## config.mk

```make
export PLATFORM = sky130hd
export DESIGN_NAME = serial_add_ctrl_flat
export DESIGN_NICKNAME = d
export VERILOG_FILES = /design/src/rtl/serial_add_ctrl_if.sv /design/src/rtl/serial_add_ctrl.sv /design/src/flat_wrapper.sv
export SDC_FILE = /design/constraint.sdc
export NUM_CORES = 1
export LEC_CHECK = 0
export ABC_AREA = 1
export BUFFER_PORTS_ARGS = -buffer_cell sky130_fd_sc_hd__buf_2
export CORE_MARGIN = 1
export CORE_UTILIZATION = 57
export CTS_CLUSTER_DIAMETER = 120
export DETAILED_ROUTE_END_ITERATION = 16
export HOLD_SLACK_MARGIN = 0.06
export PLACE_DENSITY = 0.83
export SLEW_MARGIN = 25
export SYNTH_ARGS = -nofsm -noshare
export SYNTH_HDL_FRONTEND = slang
export SYNTH_SLANG_ARGS = --single-unit
```

## constraint.sdc

```tcl
create_clock -name clk -period 2.8 [get_ports clk]
set_input_delay 0.28 -clock clk [delete_from_list [all_inputs] [get_ports clk]]
set_output_delay 0.28 -clock clk [all_outputs]
set_load 0.05 [all_outputs]
```

## src/rtl/serial_add_ctrl_if.sv

```systemverilog
// Start/done handshake plus operand and result bus for serial_add_ctrl.
// Defining SERIAL_ADD_SUB_EN adds the sub request bit.
interface serial_add_ctrl_if #(parameter int WIDTH = 8);
    logic             start;
    logic [WIDTH-1:0] a;
    logic [WIDTH-1:0] b;
    logic             cin;
`ifdef SERIAL_ADD_SUB_EN
    logic             sub;
`endif
    logic             busy;
    logic             done;
    logic [WIDTH-1:0] sum;
    logic             cout;

`ifdef SERIAL_ADD_SUB_EN
    modport master (output start, a, b, cin, sub, input busy, done, sum, cout);
    modport slave  (input start, a, b, cin, sub, output busy, done, sum, cout);
`else
    modport master (output start, a, b, cin, input busy, done, sum, cout);
    modport slave  (input start, a, b, cin, output busy, done, sum, cout);
`endif
endinterface

```

## src/rtl/serial_add_ctrl.sv

```systemverilog
// Bit-serial adder controller: one full-adder cell reused LSB-first across a WIDTH-bit add.
// Defining SERIAL_ADD_SUB_EN adds a subtract mode (a - b) selected by bus.sub at start.
module serial_add_ctrl #(
    parameter int WIDTH = 8
) (
    input  logic              clk,
    input  logic              rst_n,
    serial_add_ctrl_if.slave  bus
);
    localparam int CW = (WIDTH > 1) ? $clog2(WIDTH) : 1;
    localparam logic [CW-1:0] LAST = CW'(WIDTH - 1);

    typedef enum logic [1:0] {IDLE, RUN, DONE} state_t;

    state_t           state_q, next_state;
    logic [WIDTH-1:0] a_sr, b_sr, sum_q;
    logic             carry_q, cout_q;
    logic [CW-1:0]    cnt_q;
    logic             fa_sum, fa_cout;
    logic             busy, done;
    logic             sub_req;

`ifdef SERIAL_ADD_SUB_EN
    assign sub_req = bus.sub;
`else
    assign sub_req = 1'b0;
`endif

    always_ff @(posedge clk or negedge rst_n) begin
        if (!rst_n) state_q <= IDLE;
        else        state_q <= next_state;
    end

    always_comb begin
        next_state = state_q;
        busy       = 1'b0;
        done       = 1'b0;
        case (state_q)
            IDLE: if (bus.start) next_state = RUN;
            RUN: begin
                busy = 1'b1;
                if (cnt_q == LAST) next_state = DONE;
            end
            DONE: begin
                done       = 1'b1;
                next_state = IDLE;
            end
            default: next_state = IDLE;
        endcase
    end

    // The shared full-adder cell, fed from the operand LSBs and the running carry.
    always_comb begin
        fa_sum  = a_sr[0] ^ b_sr[0] ^ carry_q;
        fa_cout = (a_sr[0] & b_sr[0]) | (carry_q & (a_sr[0] ^ b_sr[0]));
    end

    // Subtraction reuses the adder as a + ~b + 1, so cout=1 means no borrow.
    always_ff @(posedge clk or negedge rst_n) begin
        if (!rst_n) begin
            a_sr    <= '0;
            b_sr    <= '0;
            sum_q   <= '0;
            carry_q <= 1'b0;
            cout_q  <= 1'b0;
            cnt_q   <= '0;
        end else begin
            case (state_q)
                IDLE: begin
                    if (bus.start) begin
                        a_sr    <= bus.a;
                        b_sr    <= sub_req ? ~bus.b : bus.b;
                        carry_q <= sub_req ? 1'b1 : bus.cin;
                        cnt_q   <= '0;
                    end
                end
                RUN: begin
                    a_sr    <= a_sr >> 1;
                    b_sr    <= b_sr >> 1;
                    sum_q   <= {fa_sum, sum_q[WIDTH-1:1]};
                    carry_q <= fa_cout;
                    if (cnt_q == LAST) cout_q <= fa_cout;
                    else               cnt_q  <= cnt_q + CW'(1);
                end
                default: ;
            endcase
        end
    end

    assign bus.busy = busy;
    assign bus.done = done;
    assign bus.sum  = sum_q;
    assign bus.cout = cout_q;
endmodule

```

## src/flat_wrapper.sv

```systemverilog
// flat-port wrapper written by rule: the top's interface ports become plain ports
module serial_add_ctrl_flat 
#(
    parameter int WIDTH = 8
)
  (clk, rst_n, bus_start, bus_a, bus_b, bus_cin, bus_busy, bus_done, bus_sum, bus_cout);
  serial_add_ctrl_if #(.WIDTH(WIDTH)) bus_i ();
  input  logic clk;
  input  logic rst_n;
  input wire logic [$bits(bus_i.start)-1:0] bus_start;
  input wire logic [$bits(bus_i.a)-1:0] bus_a;
  input wire logic [$bits(bus_i.b)-1:0] bus_b;
  input wire logic [$bits(bus_i.cin)-1:0] bus_cin;
  output wire logic [$bits(bus_i.busy)-1:0] bus_busy;
  output wire logic [$bits(bus_i.done)-1:0] bus_done;
  output wire logic [$bits(bus_i.sum)-1:0] bus_sum;
  output wire logic [$bits(bus_i.cout)-1:0] bus_cout;
  assign bus_i.start = bus_start;
  assign bus_i.a = bus_a;
  assign bus_i.b = bus_b;
  assign bus_i.cin = bus_cin;
  assign bus_busy = bus_i.busy;
  assign bus_done = bus_i.done;
  assign bus_sum = bus_i.sum;
  assign bus_cout = bus_i.cout;
  serial_add_ctrl #(.WIDTH(WIDTH)) u_core (.clk(clk), .rst_n(rst_n), .bus(bus_i));
endmodule
```

==> results of run 1 <==
## sequential cells by signal, indices dropped and copies added (netlist names)
name             count
u_core.cnt_q         3
u_core.carry_q       1
u_core.bus.sum       8
u_core.b_sr          8
u_core.state_q       2
u_core.bus.cout      1
u_core.a_sr          8
## metal layers
metal / global-route usage (%) / share of wire [%] / up-vias
li1: - / - / 638
met1: 29.7 / 42 / 619
met2: 43.5 / 52 / 42
met3: 8.91 / 5.6 / 2
met4: 8.33 / 0.19 / 0
met5: 0 / 0 / -
## through the flow
step	instance area, um2	hold WS (ns)	instances	total power, mW	setup WS (ns)
global route	1710	0.179	246	2.32	0.513
global placement	1620	0.344	237	1.72	1.09
CTS	1710	0.178	246	2.16	0.685
floorplan	1510	-0.0156	185	1.62	1.15
finish	1710	0.193	246	2.15	0.692
detailed placement	1620	0.360	237	1.78	1.07
## worst paths after layout
kind                            depth (start not counted)           endpoint  slack, ns
worst max register to register                          4     u_core.a_sr[0]       1.14
worst min-delay path                                    3     u_core.a_sr[7]       0.19
worst min register to register                          2  u_core.bus.sum[0]       0.49
max in group asynchronous                               2     u_core.a_sr[2]       1.86
worst max-delay path                                    3           bus_busy       0.69
min in group asynchronous                               2  u_core.bus.sum[5]       0.51
## power groups by stage
stage / clock network, mW / logic (mW) / registers [mW]
finish: 0.367 / 0.988 / 0.799
global route: 0.394 / 1.10 / 0.824
CTS: 0.373 / 0.991 / 0.797
detailed placement: 0 / 0.975 / 0.805
global placement: 0 / 0.931 / 0.791
floorplan: 0 / 0.680 / 0.940
## worst max-delay path: cells and delay by family (launching register included)
kind	cells	cell delay (ns)
flip-flops	1	0.81
AND/OR/NAND/NOR	1	0.25
buffers and inverters	2	0.44
## final cells by class
type | instances | area (um2) | share of cell area (%)
Timing Repair Buffer | 31 | 160 | 9.34
Sequential cell | 31 | 776 | 45.3
Clock buffer | 6 | 51.3 | 2.99
Inverter | 9 | 38.8 | 2.26
Multi-Input combinational cell | 137 | 616 | 35.9
Clock inverter | 2 | 35.0 | 2.04
Tap cell | 30 | 37.5 | 2.19
## placed cells by master, fill, tap and decap left out, types with 4 or more instances in the layout
master / netlist / layout
o21ai_1: 4 / 4
nand3_1: 21 / 21
dfrtp_1: 31 / 31
buf_2: 1 / 30
clkbuf_4: 0 / 5
o21ai_0: 5 / 5
inv_1: 6 / 6
nand2_1: 98 / 98
## cell families after synthesis
logic type,count (synthesis)
DFF,31
and+or+nand+nor,124
buffers and inverters,17
adders and majority gates,3
AOI/OAI and AO/OA,10
==> results.toml, run 1 <==
[run_status]
outcome = "finished clean"

[die]
rows = 18
die_height_um = 53.4
die_area_um2 = 2850
core_um2 = 2480
die_w_um = 53.4
start_util_pct = 60.8
io-pin-count = 31

[placement]
numPortBuffers = 30
dpl.hpwl_um = 2080
place.gp.congestion = 0.769

[sta]
rsz0062_at_grt = "false"
setup_viol = 0
drv_slew = 0
slew_headroom_pct = 53.2
fin_crit_ns = 2.11
worst_slew_pin_slew_ns = 0.702
finClkSkew_ns = 0.00231
setup_tns_ns = 0
hold_violations = 0
period_share_pct = 75.3
max_freq_mhz = 474

[pwr]
p_sw_mw = 1.01
p_int_mw = 1.14
ir_drop_mv = 0.752
power.leakage_nw = 0.983
seqPwrFrac_pct = 37.1
p_comb_share_pct = 45.9
clkPwrFrac_pct = 17.0
power.density_nw_per_um2 = 1260
switching_share_pct = 47.1

[setup_path]
cp.required_ns = 2.52
path_cells = "inv_2 -> nor2_4 -> buf_2"
r2r_start = "u_core.state_q[0]"
critPathKind = "flip-flop to primary output"
critical_path.max_stage_delay_ns = 0.81
critPathLaunchType = "flip-flop"
crit_fanout = 20
critPathLaunch = "u_core.state_q[0]"
cp.arrival_ns = 1.83
endpoint_kind = "primary output"
cpMaxStageDelayCell = "dfrtp_1"

[routing]
drcViolationCount = 0
wl_per_cell_um = 12.6
wirelength_um = 3110
viasPerCell = 5.29
first_pass_iters = 4
via_count = 1301
antenna_left = 0
drt_iter0_markers = 35

[synth]
synthFlopType = "dfrtp_1"
synth.area.top_cells = "dfrtp_1, nand2_1, nand3_1, buf_6, ha_1"
syn_nets = 208
synth.area.mux_share_pct = 0
synth.distinct_cells = 18
synthSimpleGateAreaFrac_pct = 33.8
syn-cell-area_um2 = 1510
synth_warnings = 0
synth_top_area_cell = "dfrtp_1"
synth-xor-area-share_pct = 0
postSynthCellCount = 185
syn_area_per_cell_um2 = 8.14
synth_top_family_by_area = "simple AND/OR/NAND/NOR gates"
synthMostInstantiatedCell = "nand2_1"
yosysTopAreaCellShare_pct = 51.5
async_flop_share_pct = 100
synth_compound_area_share_pct = 4.07
ys_seq_elements = 31
synth_common_cells = "nand2_1, dfrtp_1, nand3_1"
synthAdderAreaFrac_pct = 2.99
synth_edf_count = 0
yosysSeqAreaShare_pct = 51.5

[finish]
drive_gt1_share_pct = 20.8
nets = 238
fillCellCount = 198
syn2layout_area_growth_pct = 13.8
n_antenna_cell = 0
final_core_util_pct = 69.2

[global_routing]
antenna_found_initial = 0
grt_pass1_wl_um = 5040
grt_max_degree = 32
grt_pass1_vias = 1197
grt_usage_pct = 25.6
gr-total-overflow = 0

[cts]
cts_resized = 0
clockRootBuffer = "clkbuf_4"
insertion_delay_ns = 0.33
htreeDepth = 2
ctsHoldBuffers = 1
cts_sinks = 31
cts_tree = "yes"
cts_buffer_depth = 2
numCtsBuffers = 5
post_cts_buffers = 0
path_clk_slew_ns = 0.10

[min_path]
min_path_type = "primary input to flip-flop"
hp-start = "bus_a[7]"

[job]
maxCapViolations = 0
Note: power is estimated with default switching activity, not from simulation.
==> inputs of run 2 (changes only) <==
--- a/config.mk
+++ b/config.mk
@@ -5,14 +5,14 @@
 export SDC_FILE = /design/constraint.sdc
 export NUM_CORES = 1
 export LEC_CHECK = 0
-export ABC_AREA = 1
+export ABC_AREA = 0
 export BUFFER_PORTS_ARGS = -buffer_cell sky130_fd_sc_hd__buf_2
 export CORE_MARGIN = 1
-export CORE_UTILIZATION = 57
+export CORE_UTILIZATION = 53
 export CTS_CLUSTER_DIAMETER = 120
 export DETAILED_ROUTE_END_ITERATION = 16
 export HOLD_SLACK_MARGIN = 0.06
-export PLACE_DENSITY = 0.83
+export PLACE_DENSITY = 0.78
 export SLEW_MARGIN = 25
 export SYNTH_ARGS = -nofsm -noshare
 export SYNTH_HDL_FRONTEND = slang
==> constraint.sdc (replaced) <==
create_clock -name clk -period 2 [get_ports clk]
set_input_delay 0.2 -clock clk [delete_from_list [all_inputs] [get_ports clk]]
set_output_delay 0.2 -clock clk [all_outputs]
set_load 0.05 [all_outputs]
==> results.toml, run 2 <==
[run_status]
outcome = "finished clean"

[cts]
htreeDepth = 2
path_clk_slew_ns = 0.09
post_cts_buffers = 0
clockRootBuffer = "clkbuf_4"
cts_buffer_depth = 2
cts_sinks = 31
numCtsBuffers = 5
insertion_delay_ns = 0.33
cts_tree = "yes"

[synth]
yosysSeqAreaShare_pct = 52.4
synth_top_area_cell = "dfrtp_1"
synth-xor-area-share_pct = 0
syn_area_per_cell_um2 = 12.9
syn_nets = 138
synth_warnings = 0
synth_common_cells = "dfrtp_1, o221a_2, or4b_1"
synth_compound_area_share_pct = 15.4
synth_edf_count = 0
ys_seq_elements = 31
synth.distinct_cells = 25
synth_top_family_by_area = "simple AND/OR/NAND/NOR gates"
postSynthCellCount = 115
synthSimpleGateAreaFrac_pct = 17.1
synth.area.mux_share_pct = 6.84
synthAdderAreaFrac_pct = 3.04
synth.area.top_cells = "dfrtp_1, o221a_2, or4b_1, mux2_2, buf_2"
synthFlopType = "dfrtp_1"
yosysTopAreaCellShare_pct = 52.4
async_flop_share_pct = 100
synthMostInstantiatedCell = "dfrtp_1"
syn-cell-area_um2 = 1480

[routing]
first_pass_iters = 4
wirelength_um = 2800
antenna_left = 0
via_count = 1048
drt_iter0_markers = 19
wl_per_cell_um = 16.0
drcViolationCount = 0
viasPerCell = 5.99

[global_routing]
antenna_found_initial = 0
grt_max_degree = 32
grt_pass1_vias = 1005
grt_pass1_wl_um = 4410
gr-total-overflow = 0
grt_usage_pct = 22.2

[finish]
syn2layout_area_growth_pct = 14.6
nets = 169
final_common_cell = "dfrtp_1"
n_antenna_cell = 0
fillCellCount = 225
design_area_um2 = 1700
drive_gt1_share_pct = 43.4
layout_common_cells = "dfrtp_1, buf_2, or4b_1, o221a_2, mux2_2"

[setup_path]
r2r-end = "u_core.b_sr[6]"
endpoint_kind = "primary output"
crit_fanout = 13
r2r_slack_ns = 0.51
cp.arrival_ns = 1.58
critPathLaunchType = "flip-flop"
r2r_start = "u_core.state_q[1]"
cp.required_ns = 1.80
critPathKind = "flip-flop to primary output"
ff2ff_path_depth = 3

[sta]
max_freq_mhz = 561
worst_slew_pin_slew_ns = 0.654
fin_crit_ns = 1.78
drv_slew = 0
setup_tns_ns = 0
finClkSkew_ns = 0.00563
rsz0062_at_grt = "false"
hold_violations = 0
period_share_pct = 89.1
slew_headroom_pct = 56.4
setup_viol = 0

[min_path]
hold_path_end = "u_core.b_sr[2]"
hold_depth = 3
hp-start = "bus_b[2]"
min_path_type = "primary input to flip-flop"

[die]
start_util_pct = 57.7
die_height_um = 54.9
io-pin-count = 31
die_w_um = 54.9
die_area_um2 = 3010
rows = 18
core_um2 = 2570

[placement]
numPortBuffers = 30
dpl_cell_area_um2 = 1650
dpl.hpwl_um = 1990
place.gp.congestion = 0.725

[pwr]
power.density_nw_per_um2 = 1800
ir_drop_mv = 1.60
power.leakage_nw = 0.770

[job]
maxCapViolations = 0
## run 2: cell types whose count changed after synthesis, moves of 5 or more
cell | previous run | this run
buf_6 | 5 | 0
nand2_1 | 98 | 2
or4b_1 | 0 | 13
buf_2 | 1 | 8
mux2_2 | 0 | 9
nand3_1 | 21 | 3
o221a_2 | 0 | 13
o21ai_0 | 5 | 0
## run 2: cell families after synthesis
group / count (synthesis)
buffers and inverters: 18
AND/OR/NAND/NOR: 31
AO/OA/AOI/OAI: 23
multiplexers: 9
flip-flops: 31
adder cells (fa/ha/maj): 3
## run 2: metrics by stage
step	setup slack (ns)	hold slack [ns]	utilization, %	std cells	power, mW
after global placement	0.560	0.267	64.1	168	2.69
final	0.217	0.217	66.1	175	3.05
after global routing	0.0942	0.211	66.1	175	3.28
after detailed placement	0.534	0.273	64.1	168	2.76
after floorplan	0.367	-0.0956	-	115	2.41
after CTS	0.203	0.202	66.1	175	3.08
## run 2: how the worst max path moves through the flow
| stage | from | endpoint | slack (ns) | depth (start not counted) |
|---|---|---|---|---|
| global placement | u_core.state_q[1] | u_core.b_sr[6] | 0.56 | 3 |
| global route | u_core.state_q[0] | bus_done | 0.09 | 4 |
| CTS | u_core.state_q[0] | bus_done | 0.20 | 4 |
| finish | u_core.state_q[0] | bus_done | 0.22 | 4 |
| detailed placement | u_core.state_q[1] | u_core.b_sr[6] | 0.53 | 3 |
| floorplan | u_core.state_q[0] | bus_done | 0.37 | 3 |
## run 2: worst max-delay path: stages, from the launching register on
cell and delay [ns]:
dfrtp_1 0.48, buf_4 0.21, buf_4 0.18, nor2b_1 0.11, buf_2 0.27
## run 2: per-layer routing
layer	GRT usage, %	wire length [um]
met5	0	0
met4	9.40	42
met3	9.72	181
met2	35.9	1360
met1	25.2	1220
## run 2: final cells by class
type	count	area (um2)	area share (%)
flip-flops and latches	31	776	45.7
repair buffers	35	190	11.2
multi-input cells	66	627	36.9
clock buffers	6	41.3	2.43
well taps	30	37.5	2.21
inverters	7	26.3	1.55
## run 2: report_power, final
group / switching [mW] / internal [mW]
sequential: 0.218 / 0.939
combinational: 0.889 / 0.693
clock: 0.190 / 0.125
## run 2: repair_timing
item | in CTS | in global routing
endpoints found under the hold margin | 31 | 0
resized for setup | 0 | 0
hold buffers | 1 | 0
